### config.mk
export PLATFORM = sky130hd
export DESIGN_NAME = uart_tx_buffered
export DESIGN_NICKNAME = d
export VERILOG_FILES = /design/src/rtl/uart_pkg.sv /design/src/rtl/uart_sync_fifo.sv /design/src/rtl/uart_tx_buffered.sv
export SDC_FILE = /design/constraint.sdc
export NUM_CORES = 1
export LEC_CHECK = 0
export ABC_AREA = 1
export BUFFER_PORTS_ARGS = -buffer_cell sky130_fd_sc_hd__buf_2
export CAP_MARGIN = 20
export CORE_MARGIN = 8
export CORE_UTILIZATION = 55
export DETAILED_ROUTE_END_ITERATION = 10
export GPL_TIMING_DRIVEN = 0
export PLACE_DENSITY_LB_ADDON = 0.2
export SKIP_CTS_REPAIR_TIMING = 1
export SLEW_MARGIN = 20
export SYNTH_ARGS = -nofsm -noshare
export SYNTH_HDL_FRONTEND = slang
export SYNTH_SLANG_ARGS = --single-unit
### constraint.sdc
create_clock -name clk -period 3.8 [get_ports clk]
set_clock_uncertainty 0.15 [all_clocks]
set_input_delay 0.19 -clock clk [delete_from_list [all_inputs] [get_ports clk]]
set_output_delay 0.19 -clock clk [all_outputs]
set_load 0.03 [all_outputs]
### src/rtl/uart_pkg.sv
// Shared definitions for the UART transmitter, receiver and their benches.
package uart_pkg;

  localparam int UART_DATA_BITS     = 8;
  localparam int UART_CLOCK_PER_BIT = 10416;

  typedef enum logic [1:0] {
    IDLE,
    START,
    DATA,
    STOP
  } uart_tx_state_t;

endpackage

### src/rtl/uart_sync_fifo.sv
// Single-clock FIFO with a registered occupancy count and a head word
// that is valid in the same cycle it is popped.
module uart_sync_fifo #(
  parameter int WIDTH = 8,
  parameter int DEPTH = 4
) (
  input  logic             clk_i,
  input  logic             rst_ni,
  input  logic             push_i,
  input  logic [WIDTH-1:0] data_i,
  input  logic             pop_i,
  output logic [WIDTH-1:0] head_o,
  output logic             full_o,
  output logic             empty_o
);

  localparam int PTR_W = (DEPTH > 1) ? $clog2(DEPTH) : 1;
  localparam int CNT_W = PTR_W + 1;

  logic [WIDTH-1:0] mem_q [DEPTH];
  logic [PTR_W-1:0] wrPtr_q;
  logic [PTR_W-1:0] rdPtr_q;
  logic [CNT_W-1:0] count_q;
  logic [CNT_W-1:0] count_d;
  logic             doPush;
  logic             doPop;

  // A push is refused while full even if a pop happens on the same edge.
  assign doPush  = push_i & ~full_o;
  assign doPop   = pop_i & ~empty_o;
  assign full_o  = (count_q == CNT_W'(DEPTH));
  assign empty_o = (count_q == '0);
  assign head_o  = mem_q[rdPtr_q];

  always_comb begin
    count_d = count_q;
    if (doPush && !doPop) begin
      count_d = count_q + 1'b1;
    end else if (!doPush && doPop) begin
      count_d = count_q - 1'b1;
    end
  end

  always_ff @(posedge clk_i) begin
    if (doPush) begin
      mem_q[wrPtr_q] <= data_i;
    end
  end

  always_ff @(posedge clk_i) begin
    if (!rst_ni) begin
      wrPtr_q <= '0;
      rdPtr_q <= '0;
      count_q <= '0;
    end else begin
      if (doPush) begin
        wrPtr_q <= wrPtr_q + 1'b1;
      end
      if (doPop) begin
        rdPtr_q <= rdPtr_q + 1'b1;
      end
      count_q <= count_d;
    end
  end

endmodule

### src/rtl/uart_tx_buffered.sv
// Buffered 8N1 UART transmitter: a small byte FIFO feeding a serialiser
// that chains frames back to back whenever data is waiting.
module uart_tx_buffered
  import uart_pkg::*;
#(
  parameter int CLOCK_PER_BIT = UART_CLOCK_PER_BIT,
  parameter int FIFO_DEPTH    = 4
) (
  input  logic                      clk,
  input  logic                      rst,
  input  logic                      tx_start,
  input  logic [UART_DATA_BITS-1:0] tx_data,
  output logic                      tx_full,
  output logic                      tx_busy,
  output logic                      tx_drop,
  output logic                      tx
);

  localparam int BAUD_W = (CLOCK_PER_BIT > 1) ? $clog2(CLOCK_PER_BIT) : 1;
  localparam int BIT_W  = $clog2(UART_DATA_BITS);
  localparam logic [BAUD_W-1:0] BAUD_LAST = BAUD_W'(CLOCK_PER_BIT - 1);
  localparam logic [BIT_W-1:0]  BIT_LAST  = BIT_W'(UART_DATA_BITS - 1);

  uart_tx_state_t            state_q;
  logic [BAUD_W-1:0]         baudCnt_q;
  logic [BIT_W-1:0]          bitCnt_q;
  logic [UART_DATA_BITS-1:0] shift_q;
  logic                      tx_q;
  logic                      drop_q;

  logic                      baudLast;
  logic                      fifoPop;
  logic                      fifoFull;
  logic                      fifoEmpty;
  logic [UART_DATA_BITS-1:0] fifoHead;

  uart_sync_fifo #(
    .WIDTH(UART_DATA_BITS),
    .DEPTH(FIFO_DEPTH)
  ) u_fifo (
    .clk_i  (clk),
    .rst_ni (rst),
    .push_i (tx_start),
    .data_i (tx_data),
    .pop_i  (fifoPop),
    .head_o (fifoHead),
    .full_o (fifoFull),
    .empty_o(fifoEmpty)
  );

  assign baudLast = (baudCnt_q == BAUD_LAST);
  // Popping at the end of STOP lets the next start bit follow with no idle gap.
  assign fifoPop  = ~fifoEmpty & ((state_q == IDLE) | ((state_q == STOP) & baudLast));

  assign tx       = tx_q;
  assign tx_drop  = drop_q;
  assign tx_full  = fifoFull;
  assign tx_busy  = (state_q != IDLE) | ~fifoEmpty;

  always_ff @(posedge clk) begin
    if (!rst) begin
      state_q   <= IDLE;
      baudCnt_q <= '0;
      bitCnt_q  <= '0;
      shift_q   <= '0;
      tx_q      <= 1'b1;
      drop_q    <= 1'b0;
    end else begin
      drop_q    <= tx_start & fifoFull;
      baudCnt_q <= baudLast ? '0 : baudCnt_q + 1'b1;
      case (state_q)
        IDLE: begin
          baudCnt_q <= '0;
          bitCnt_q  <= '0;
          if (!fifoEmpty) begin
            shift_q <= fifoHead;
            tx_q    <= 1'b0;
            state_q <= START;
          end
        end
        START: begin
          if (baudLast) begin
            tx_q    <= shift_q[0];
            state_q <= DATA;
          end
        end
        DATA: begin
          if (baudLast) begin
            shift_q  <= shift_q >> 1;
            bitCnt_q <= bitCnt_q + 1'b1;
            if (bitCnt_q == BIT_LAST) begin
              tx_q    <= 1'b1;
              state_q <= STOP;
            end else begin
              tx_q <= shift_q[1];
            end
          end
        end
        STOP: begin
          if (baudLast) begin
            if (!fifoEmpty) begin
              shift_q <= fifoHead;
              tx_q    <= 1'b0;
              state_q <= START;
            end else begin
              state_q <= IDLE;
            end
          end
        end
        default: state_q <= IDLE;
      endcase
    end
  end

endmodule
# == Word-level counts from Yosys, hierarchy flattened ==
# Memory sizes are Yosys's and may differ from the RTL's. A register that Yosys moved wholly into a read port is not among the register bits.
# Cells that the tools add are included.
# word_totals
mem_count,1
ff_bits,36
out_inout_bits,4
input_bits,11
ramBits,32
# mem_list
name,depth,width,rd,rd_clocked_by_memory_dff,write_ports,line,text
u_fifo.mem_q,4,8,1,1,1,uart_sync_fifo.sv:20,logic [WIDTH-1:0] mem_q [DEPTH];
# op_classes
bitwise_logic,10
n_eq_ne,11
muxes,25
n_reduce_logical,15
n_addsub,6
# op_table
cell,n
2-to-1 mux 8 bit,3
one-hot mux 8 bit (3 select lines),1
adder 14 x 1 -> 14 bit (second input constant),1
== test 14 bit (second input constant),1
2-to-1 mux 2 bit,7
!= test 2 bit (second input constant),5
2-to-1 mux 3 bit,3
2-to-1 mux 1 bit,8
one-hot mux 2 bit (4 select lines),1
adder 3 x 1 -> 3 bit (second input constant),2
== test 3 bit (second input constant),2
one-hot mux 3 bit (2 select lines),1
AND reduction 3 bit,2
nonzero test 2 bit,3
bitwise AND 1 bit,5
AND reduction 5 bit,1
adder 2 x 1 -> 2 bit (second input constant),2
== test 2 bit (second input constant),2
one-hot mux 1 bit (4 select lines),1
zero test 3 bit,1
inverter 1 bit,3
nonzero test 3 bit,1
OR reduction 3 bit,1
subtractor 3 x 1 -> 3 bit (second input constant),1
6 further kinds,9

# == Longest topological paths before layout ==
# Gate-level depths: netlist (run 1).
# logic_depth
depth_word,8
depth_mapped,14
mapped_depth_nobuf,14

# == Cells and area by module ==
# From an unflattened synthesis (run 1), not the netlist that was laid out.
# hier_totals
cells_unflattened,355
hier_area_um2,3253.1
# by_module_without_submodules
mod,area_per_inst_um2,cells_each,n_inst,seq_area_each_um2
uart_sync_fifo,1685.4,146,1,1141.1
uart_tx_buffered,1567.8,209,1,580.6

# == Worst setup path before layout (run 1) ==
# No wires, ideal clock.
# synth_timing
path_type,reg-to-reg
startpoint,register state_q[0]
endpoint,register u_fifo.count_q[2]
slack_ns,1.613
arrival_time_ns,1.915
path_stages_with_launch,13
path_buffers,0
setup_time_ns,0.122
cell_sequence,dfxtp_1 inv_1 ha_1 inv_1 nand2_1 nand2_1 ha_1 inv_1 fa_1 a21oi_1 o21ai_0 o21ai_0 a21oi_1
# synth_between
elab_chain_cells,8
word_cells_on_any_way,11
cone_classes,eq/ne (1); mux (1); bitwise (4); reduce/logical (5)
# synth_lines
element,line,text
from (decl),uart_tx_buffered.sv:24,uart_tx_state_t state_q;
from (signal assigned),uart_tx_buffered.sv:62,state_q <= IDLE;
from (signal assigned),uart_tx_buffered.sv:78,state_q <= START;
from (signal assigned),uart_tx_buffered.sv:84,state_q <= DATA;
== test 2 bit,uart_tx_buffered.sv:53,assign fifoPop = ~fifoEmpty & ((state_q == IDLE) | ((state_q == STOP) & baudLast));
bitwise AND 1 bit,uart_tx_buffered.sv:53,
OR 1 bit *,uart_tx_buffered.sv:53,
bitwise AND 1 bit *,uart_tx_buffered.sv:53,
bitwise AND 1 bit *,uart_sync_fifo.sv:30,assign doPop = pop_i & ~empty_o;
zero test 1 bit,uart_sync_fifo.sv:37,if (doPush && !doPop) begin
logical AND 1 bit,uart_sync_fifo.sv:37,
2-to-1 mux 3 bit / nonzero test 2 bit (equally long branches),--,
to (signal assigned),uart_sync_fifo.sv:62,count_q <= count_d;
to (decl),uart_sync_fifo.sv:23,logic [CNT_W-1:0] count_q;
# Mark *: on every way between the ends. The rest lies on a longest branch, timed or not.
# A chain may end at the register's enable or synchronous reset.

# == Worst setup path in the final report (run 1) ==
# Same ends and word-level chain as after synthesis.

==> results of run 1 <==
## per-layer routing
metal  track usage  vias up  wire (um)
met3        0.0412        6        188
met5             0        -          0
met1         0.174     1054       2760
met4        0.0655        0         62
met2         0.235       38       2690
li1              -     1207          -
## layout by cell type (no fill, tap or decap), types with 3 or more instances in the layout
| cell | count |
|---|---|
| xor2_1 | 3 |
| dfxtp_1 | 38 |
| inv_1 | 34 |
| edfxtp_1 | 32 |
| o22ai_1 | 8 |
| nand3_1 | 16 |
| nand2_1 | 59 |
| dlygate4sd3_1 | 9 |
| clkbuf_8 | 10 |
| nor3_1 | 5 |
| ha_1 | 14 |
| nor2_2 | 4 |
| o21ai_0 | 33 |
| nor2_1 | 59 |
| buf_2 | 20 |
| a21oi_1 | 16 |
## final cells by class
type,instances,area (sq um)
Sequential cell,70,1720
Timing Repair Buffer,22,155
Clock buffer,11,141
Inverter,35,134
Multi-Input combinational cell,234,1220
Fill cell,494,1950
Clock inverter,5,25.0
Buffer,7,35.0
Tap cell,72,90.1
## state kept, by name, indices dropped and copies added, names as in the netlist, named ones only
register and count:
tx_drop 1, u_fifo.wrPtr_q 2, u_fifo.rdPtr_q 2, u_fifo.mem_q 32, tx 1, bitCnt_q 3, state_q 2, shift_q 8
baudCnt_q 14, u_fifo.count_q 3
## metrics by stage
step	cell area, sq um	std cells	utilization	hold slack, ns	power [mW]
3_5_place_dp	3270	431	0.597	0.257	1.81
5_1_grt	3520	456	0.644	0.0630	2.49
3_3_place_gp	3270	431	0.597	0.255	1.78
6_report	3520	456	0.644	0.0443	2.31
4_1_cts	3430	447	0.627	-0.0943	2.31
2_1_floorplan	3110	346	-	0.139	1.60
## worst max-delay path, stage by stage, from the launching register on
cell and delay [ns]:
dfxtp_1 0.44, inv_1 0.15, ha_1 0.26, inv_1 0.11
nand2_1 0.10, nand2_1 0.11, ha_1 0.16, inv_1 0.07
fa_1 0.39, a21oi_1 0.15, o21ai_0 0.12, o21ai_0 0.18
a21oi_1 0.05
## cells in the mapped netlist (all sizes together)
cell type	number
nor3	6
edfxtp	32
o21ai	33
ha	14
nand4	1
or2	2
buf	7
nand2	60
fa	1
inv	35
dfxtp	38
o21bai	1
o22ai	8
a21oi	17
xnor2	2
nor3b	2
nor2	63
nand3b	1
nand3	18
xor2	3
and3	2
## path summary, 6_finish.rpt
| path | slack (ns) | to | startpoint |
|---|---|---|---|
| max | 1.24 | u_fifo.count_q[2] | state_q[0] |
| min | 0.04 | shift_q[0] | rst |
| max reg2reg | 1.24 | u_fifo.count_q[2] | state_q[0] |
| min reg2reg | 0.30 | baudCnt_q[0] | baudCnt_q[0] |
## cells by family after synthesis
kind of cell             Yosys count  share of synthesized area
buffers and inverters             42                     0.0543
XOR/XNOR                           5                     0.0141
flip-flops                        70                      0.553
AO/OA/AOI/OAI                     59                      0.103
adder cells (fa/ha/maj)           15                     0.0627
AND/OR/NAND/NOR                  155                      0.213
## where the power goes
group	internal [mW]	switching, mW	leakage (nW)	total [mW]
Clock	0.248	0.258	0.0842	0.506
Combinational	0.275	0.535	0.753	0.810
Sequential	0.912	0.0808	0.604	0.993
==> qor.csv, run 1 <==
metric,value,unit
cts_tree,yes,
rsz0062_at_grt,no,
netlist_area,3110,sq um
cts_max_path_buffers,2,
grt_use_total,0.145,
die_h,91.2,um
slew_headroom,0.462,
start_util,0.569,
yosysSeqAreaShare,0.553,
first_pass_iters,4,
htreeDepth,3,
hold_violations,0,
insertion_delay,0.33,ns
drtIter0Drc,150,
r2r_cells,12,
place.gp.congestion,0.819,
grt_max_degree,12,
synth_warnings,0,
wire_per_inst,12.5,um
end_kind,flop,
cp.arrival,2.62,ns
first_global_vias,2196,
syn_inst,346,
yosys.area.top_type,edfxtp_1,
antenna_cells,0,
portBuffers,13,
cts_sinks,70,
vias,2305,
vias_per_cell,5.05,
fp-row-count,27,
path_class,reg2reg,
synth_seq_cells,70,
period_minus_slack,2.56,ns
ioPinCount,15,
postRouteAntennaNets,0,
core_area,5470,sq um
finalMaxSlewViolations,0,
start_kind,flop,
path_clk_slew,0.07,ns
gr-total-overflow,0,
fin_setup_tns,0,ns
max_freq,391,MHz
setup_viol,0,
critical_path_required,3.86,ns
synth.area.top_cells,"edfxtp_1 (31%), dfxtp_1 (24%), nand2_1 (7.1%), nor2_1 (7.1%), ha_1 (5.6%)",
drc,0,
cts_root_buf,clkbuf_8,
dpl_worst_slack,1.33,ns
status,completed,
power_density,655,nW/um^2
grt_pass1_wl,9.70,mm
cap_violations,0,
cts_buffers,9,
cp_max_fo,5,
finalWirelength,5.71,mm
avgSynthCellArea,8.99,sq um
tightest_slew,0.804,ns
dieArea,8320,sq um
antenna_found_initial,0,
final_nets,405,
fin_crit_sh,0.673,
ir_drop,0.321,mV
hold_class,in2reg,
place_hpwl,4.05,mm
min_path_cells,3,
p_leak,1.44,nW
die_w,91.2,um
syn_to_final_growth,13.2,%
syn-num-nets,372,
synth_top_area_share,0.309,
drive_above_1_share,0.117,
setup_slack,1.24,ns
synth_cell_types,27,
(Power assumes the default switching activity.)
==> inputs of run 2 (changes only) <==
- CORE_UTILIZATION: 55 -> 54
- clock period: 3.8 -> 2.3 ns (I/O delays scaled with it)
==> run 2 against run 1 <==
Against the previous run: clock power is 130% higher; combinational power is 74% higher; first-iteration DRC count is 29% higher; power is 84% higher; setup slack worse by 1.1 ns; die area is 1.5% higher; largest power group unchanged; wire length is 7.4% higher; via count is 3.3% higher; design area is 3.7% higher.
==> qor.csv, run 2 (synthesis gave the netlist of run 1 again) <==
metric,value,unit
n_fill_cell,451,
antenna_cells,0,
setup_viol,0,
cts_buffers,9,
dpl_cell_area,3270,sq um
finalMaxSlewViolations,0,
path_clk_slew,0.07,ns
htreeDepth,3,
die_w,91.9,um
cts_max_path_buffers,2,
start_kind,flop,
insertion_delay,0.35,ns
period_minus_slack,2.20,ns
cts_sinks,70,
drive_above_1_share,0.156,
drc,0,
syn_to_final_growth,17.5,%
reg.largest.list,"u_fifo.mem_q (32), baudCnt_q (14), shift_q (8)",
final_nets,406,
ir_drop,0.529,mV
dieArea,8450,sq um
setup_slack,0.0964,ns
top_usage_layer,met2,
crit_end,u_fifo.count_q[1],
rr_endpoint,u_fifo.count_q[1],
path_class,reg2reg,
r2r_cells,11,
hold_class,reg2reg,
grt_use_total,0.149,
min_path_cells,2,
rrSetupSlack,0.1,ns
hold_violations,0,
antenna_found_initial,0,
die_h,91.9,um
ioPinCount,15,
final_cell_mix,"nor2_1 (57), nand2_1 (57), dfxtp_1 (35)",
cts_root_buf,clkbuf_8,
tightest_slew,0.746,ns
cap_violations,0,
end_kind,flop,
reg2reg_from,baudCnt_q[1],
wire_per_inst,13.4,um
status,completed,
max_freq,454,MHz
place.gp.congestion,0.792,
grt_use_met3,0.0448,
top_register,u_fifo.mem_q,
rsz0062_at_grt,yes,
drtIter0Drc,193,
slew_headroom,0.501,
critical_path_required,2.39,ns
vias_per_cell,5.21,
grt_max_degree,13,
gr-total-overflow,0,
first_pass_iters,4,
fp-row-count,27,
core_area,5540,sq um
globalRouteMet2Util,0.206,
cp_max_fo,3,
first_global_vias,2094,
hold_slack,0.309,ns
place_hpwl,4.16,mm
p_leak,1.47,nW
vias,2382,
portBuffers,13,
postRouteAntennaNets,0,
dpl_worst_slack,-0.127,ns
critPathLaunch,baudCnt_q[1],
grt_pass1_wl,9.89,mm
gr-usage-met1,0.205,
fin_crit_sh,0.958,
final_area,3650,sq um
power_density,1160,nW/um^2
finalWirelength,6.13,mm
cts_tree,yes,
start_util,0.562,
largest_reg_flops,32,
cp.arrival,2.29,ns
==> run 2: cell types whose count changed in the layout (fill, tap and decap cells not counted), moves of 3 or more <==
cell and delta:
bufinv_16 +3, dfxtp_1 -3, inv_1 -3, inv_2 +3
o21ai_0 -3, o21ai_1 +3
==> run 2: routing by layer <==
metal / routed length [um] / vias to the layer above / share of wire
li1: - / 1211 / -
met1: 3050 / 1114 / 0.50
met2: 2730 / 50 / 0.45
met3: 256 / 7 / 0.042
met4: 89 / 0 / 0.015
met5: 0 / - / 0
==> run 2: worst min path at each step <==
stage | to | startpoint | slack (ns)
after CTS | u_fifo.mem_q[1][3] | tx_data[3] | -0.17
final | tx | tx | 0.31
after global routing | baudCnt_q[0] | baudCnt_q[0] | 0.33
after floorplan | u_fifo.mem_q[0][0] | tx_data[0] | 0.06
after detailed placement | u_fifo.mem_q[2][2] | tx_data[2] | 0.19
after global placement | u_fifo.mem_q[3][5] | tx_data[5] | 0.18
==> run 2: power by group <==
part	internal [mW]	switching, mW
clock	0.718	0.457
sequential	1.51	0.141
combinational	0.482	0.929
==> run 2: metrics by stage <==
step	util	total power [mW]	setup TNS (ns)	cells
CTS	0.633	4.17	-0.218	447
floorplan	-	2.64	0	346
finish	0.660	4.24	0	457
global route	0.660	4.51	-0.584	457
detailed placement	0.590	2.99	-0.169	431
global placement	0.590	2.95	-0.105	431
==> run 2: final cells by class <==
class | instances | area [sq um] | area share
clock inverter | 6 | 110 | 0.0301
sequential | 70 | 1730 | 0.473
tap | 72 | 90.1 | 0.0246
timing repair buffer | 23 | 165 | 0.0452
multi-input combinational | 234 | 1260 | 0.346
clock buffer | 10 | 128 | 0.0349
buffer | 7 | 35.0 | 0.00959
inverter | 35 | 134 | 0.0366
==> run 2: critical path: stages (launching register included) <==
cell and delay, ns:
dfxtp_1 0.37, ha_4 0.17, nand3_4 0.10, nor2_4 0.13, nand3_1 0.10, nand2_2 0.09
nand2_2 0.07, ha_1 0.21, inv_2 0.08, fa_2 0.44, o21ai_1 0.13, nor2_1 0.05
==> inputs of run 3 (changes only) <==
- CORE_MARGIN: 8 -> 4
- SETUP_SLACK_MARGIN: default -> 0.4
==> run 3 against run 2 <==
Against the previous run: sequential share of layout area decreased by 1.5 points; clock power decreased by 9%; maximum frequency increased by 2.1%; clock-buffer cell count unchanged; power increased by 2.7%; sequential cell count unchanged; hold slack got worse by 0.26 ns; combinational power increased by 16%.
==> qor.csv, run 3 (synthesis gave the netlist of run 1 again) <==
metric,value,unit
portBuffers,13,
p_leak,1.51,nW
insertion_delay,0.34,ns
final_cell_mix,"nand2_1 (55), nor2_1 (52), edfxtp_1 (32)",
cp_max_fo,5,
hold_class,in2reg,
start_kind,flop,
tightest_slew,0.379,ns
start_util,0.562,
status,completed,
cts_sinks,70,
gr-total-overflow,0,
pwr-share-seq,0.380,
antenna_found_initial,0,
sw_frac_of_total,0.371,
path_clk_slew,0.08,ns
clkPwrFrac,0.246,
place_hpwl,3.91,mm
wire_per_inst,13.2,um
grt_use_total,0.177,
fin_setup_tns,0,ns
cts_tree,yes,
htreeDepth,3,
cts_root_buf,clkbuf_8,
fp-row-count,27,
power_density,1150,nW/um^2
final_area,3800,sq um
drive_above_1_share,0.224,
final_nets,413,
critical_path_required,2.39,ns
postRouteAntennaNets,0,
die_w,83.9,um
first_pass_iters,4,
period_minus_slack,2.16,ns
stdcell_count,465,
rsz0062_at_grt,yes,
finalMaxSlewViolations,0,
dpl_cell_area,3310,sq um
drc,0,
dieArea,7040,sq um
grt_max_degree,13,
drtIter0Drc,154,
vias_per_cell,5.12,
max_freq,463,MHz
grt_pass1_wl,9.84,mm
setup_viol,0,
cts_max_path_buffers,2,
hold_violations,0,
slew_headroom,0.747,
top_register,u_fifo.mem_q,
first_global_vias,2198,
cp.arrival,2.24,ns
syn_to_final_growth,22.1,%
internal_power,2.74,mW
vias,2380,
p_switching,1.61,mW
finalWirelength,6.12,mm
fin_crit_sh,0.939,
die_h,83.9,um
end_kind,flop,
reg.largest.list,"u_fifo.mem_q (32), baudCnt_q (14), shift_q (8)",
path_class,reg2reg,
largest_reg_flops,32,
ioPinCount,15,
ir_drop,0.638,mV
p_comb_frac,0.373,
core_area,5540,sq um
layout_commonest_cell,nand2_1,
place.gp.congestion,0.822,
cap_violations,0,
cts_buffers,9,
placedCellCount,431,
run 3: layer usage:
layer	track usage	part of all wire	vias up
met1	0.234	0.46	1086
met5	0	0	-
met2	0.268	0.47	48
met3	0.0494	0.043	15
li1	-	-	1231
met4	0.0833	0.021	0
run 3: per-stage QoR:
stage	hold slack (ns)	util	worst slack, ns	power, mW
after floorplan	0.0639	-	0.324	2.69
after detailed placement	0.182	0.597	0.184	3.02
after global routing	0.0819	0.685	0.0515	4.66
after global placement	0.179	0.597	0.192	2.99
final	0.0451	0.686	0.141	4.35
after CTS	-0.180	0.635	0.146	4.08
run 3: worst paths after layout:
check / from / end / slack (ns) / depth (start not counted)
setup / recovery: state_q[0] / u_fifo.count_q[2] / 0.14 / 12
hold / removal: tx_start / u_fifo.wrPtr_q[0] / 0.05 / 4
setup reg to reg: state_q[0] / u_fifo.count_q[2] / 0.14 / 12
hold reg to reg: tx / tx / 0.32 / 2
run 3: critical path: stages (launching register included):
cell	delay, ns
dfxtp_4	0.38
inv_2	0.07
ha_4	0.18
inv_2	0.08
nand2_4	0.07
nand2_4	0.08
ha_4	0.14
inv_4	0.04
fa_2	0.40
a21oi_2	0.17
o21ai_2	0.08
o21ai_1	0.15
a21oi_1	0.05
run 3: layout make-up:
class	count	area, sq um
Antenna cell	1	2.50
Buffer	7	37.5
Clock buffer	10	128
Clock inverter	6	85.1
Fill cell	432	1740
Inverter	35	136
Multi-Input combinational cell	234	1370
Sequential cell	70	1740
Tap cell	72	90.1
Timing Repair Buffer	30	218
run 3: power groups by stage:
stage                     registers, mW  clock network [mW]  logic, mW
after floorplan                    1.66                   0       1.03
after global placement             1.67                   0       1.32
after detailed placement           1.68                   0       1.34
after CTS                          1.65                1.08       1.35
after global routing               1.68                1.14       1.84
final                              1.66                1.07       1.63
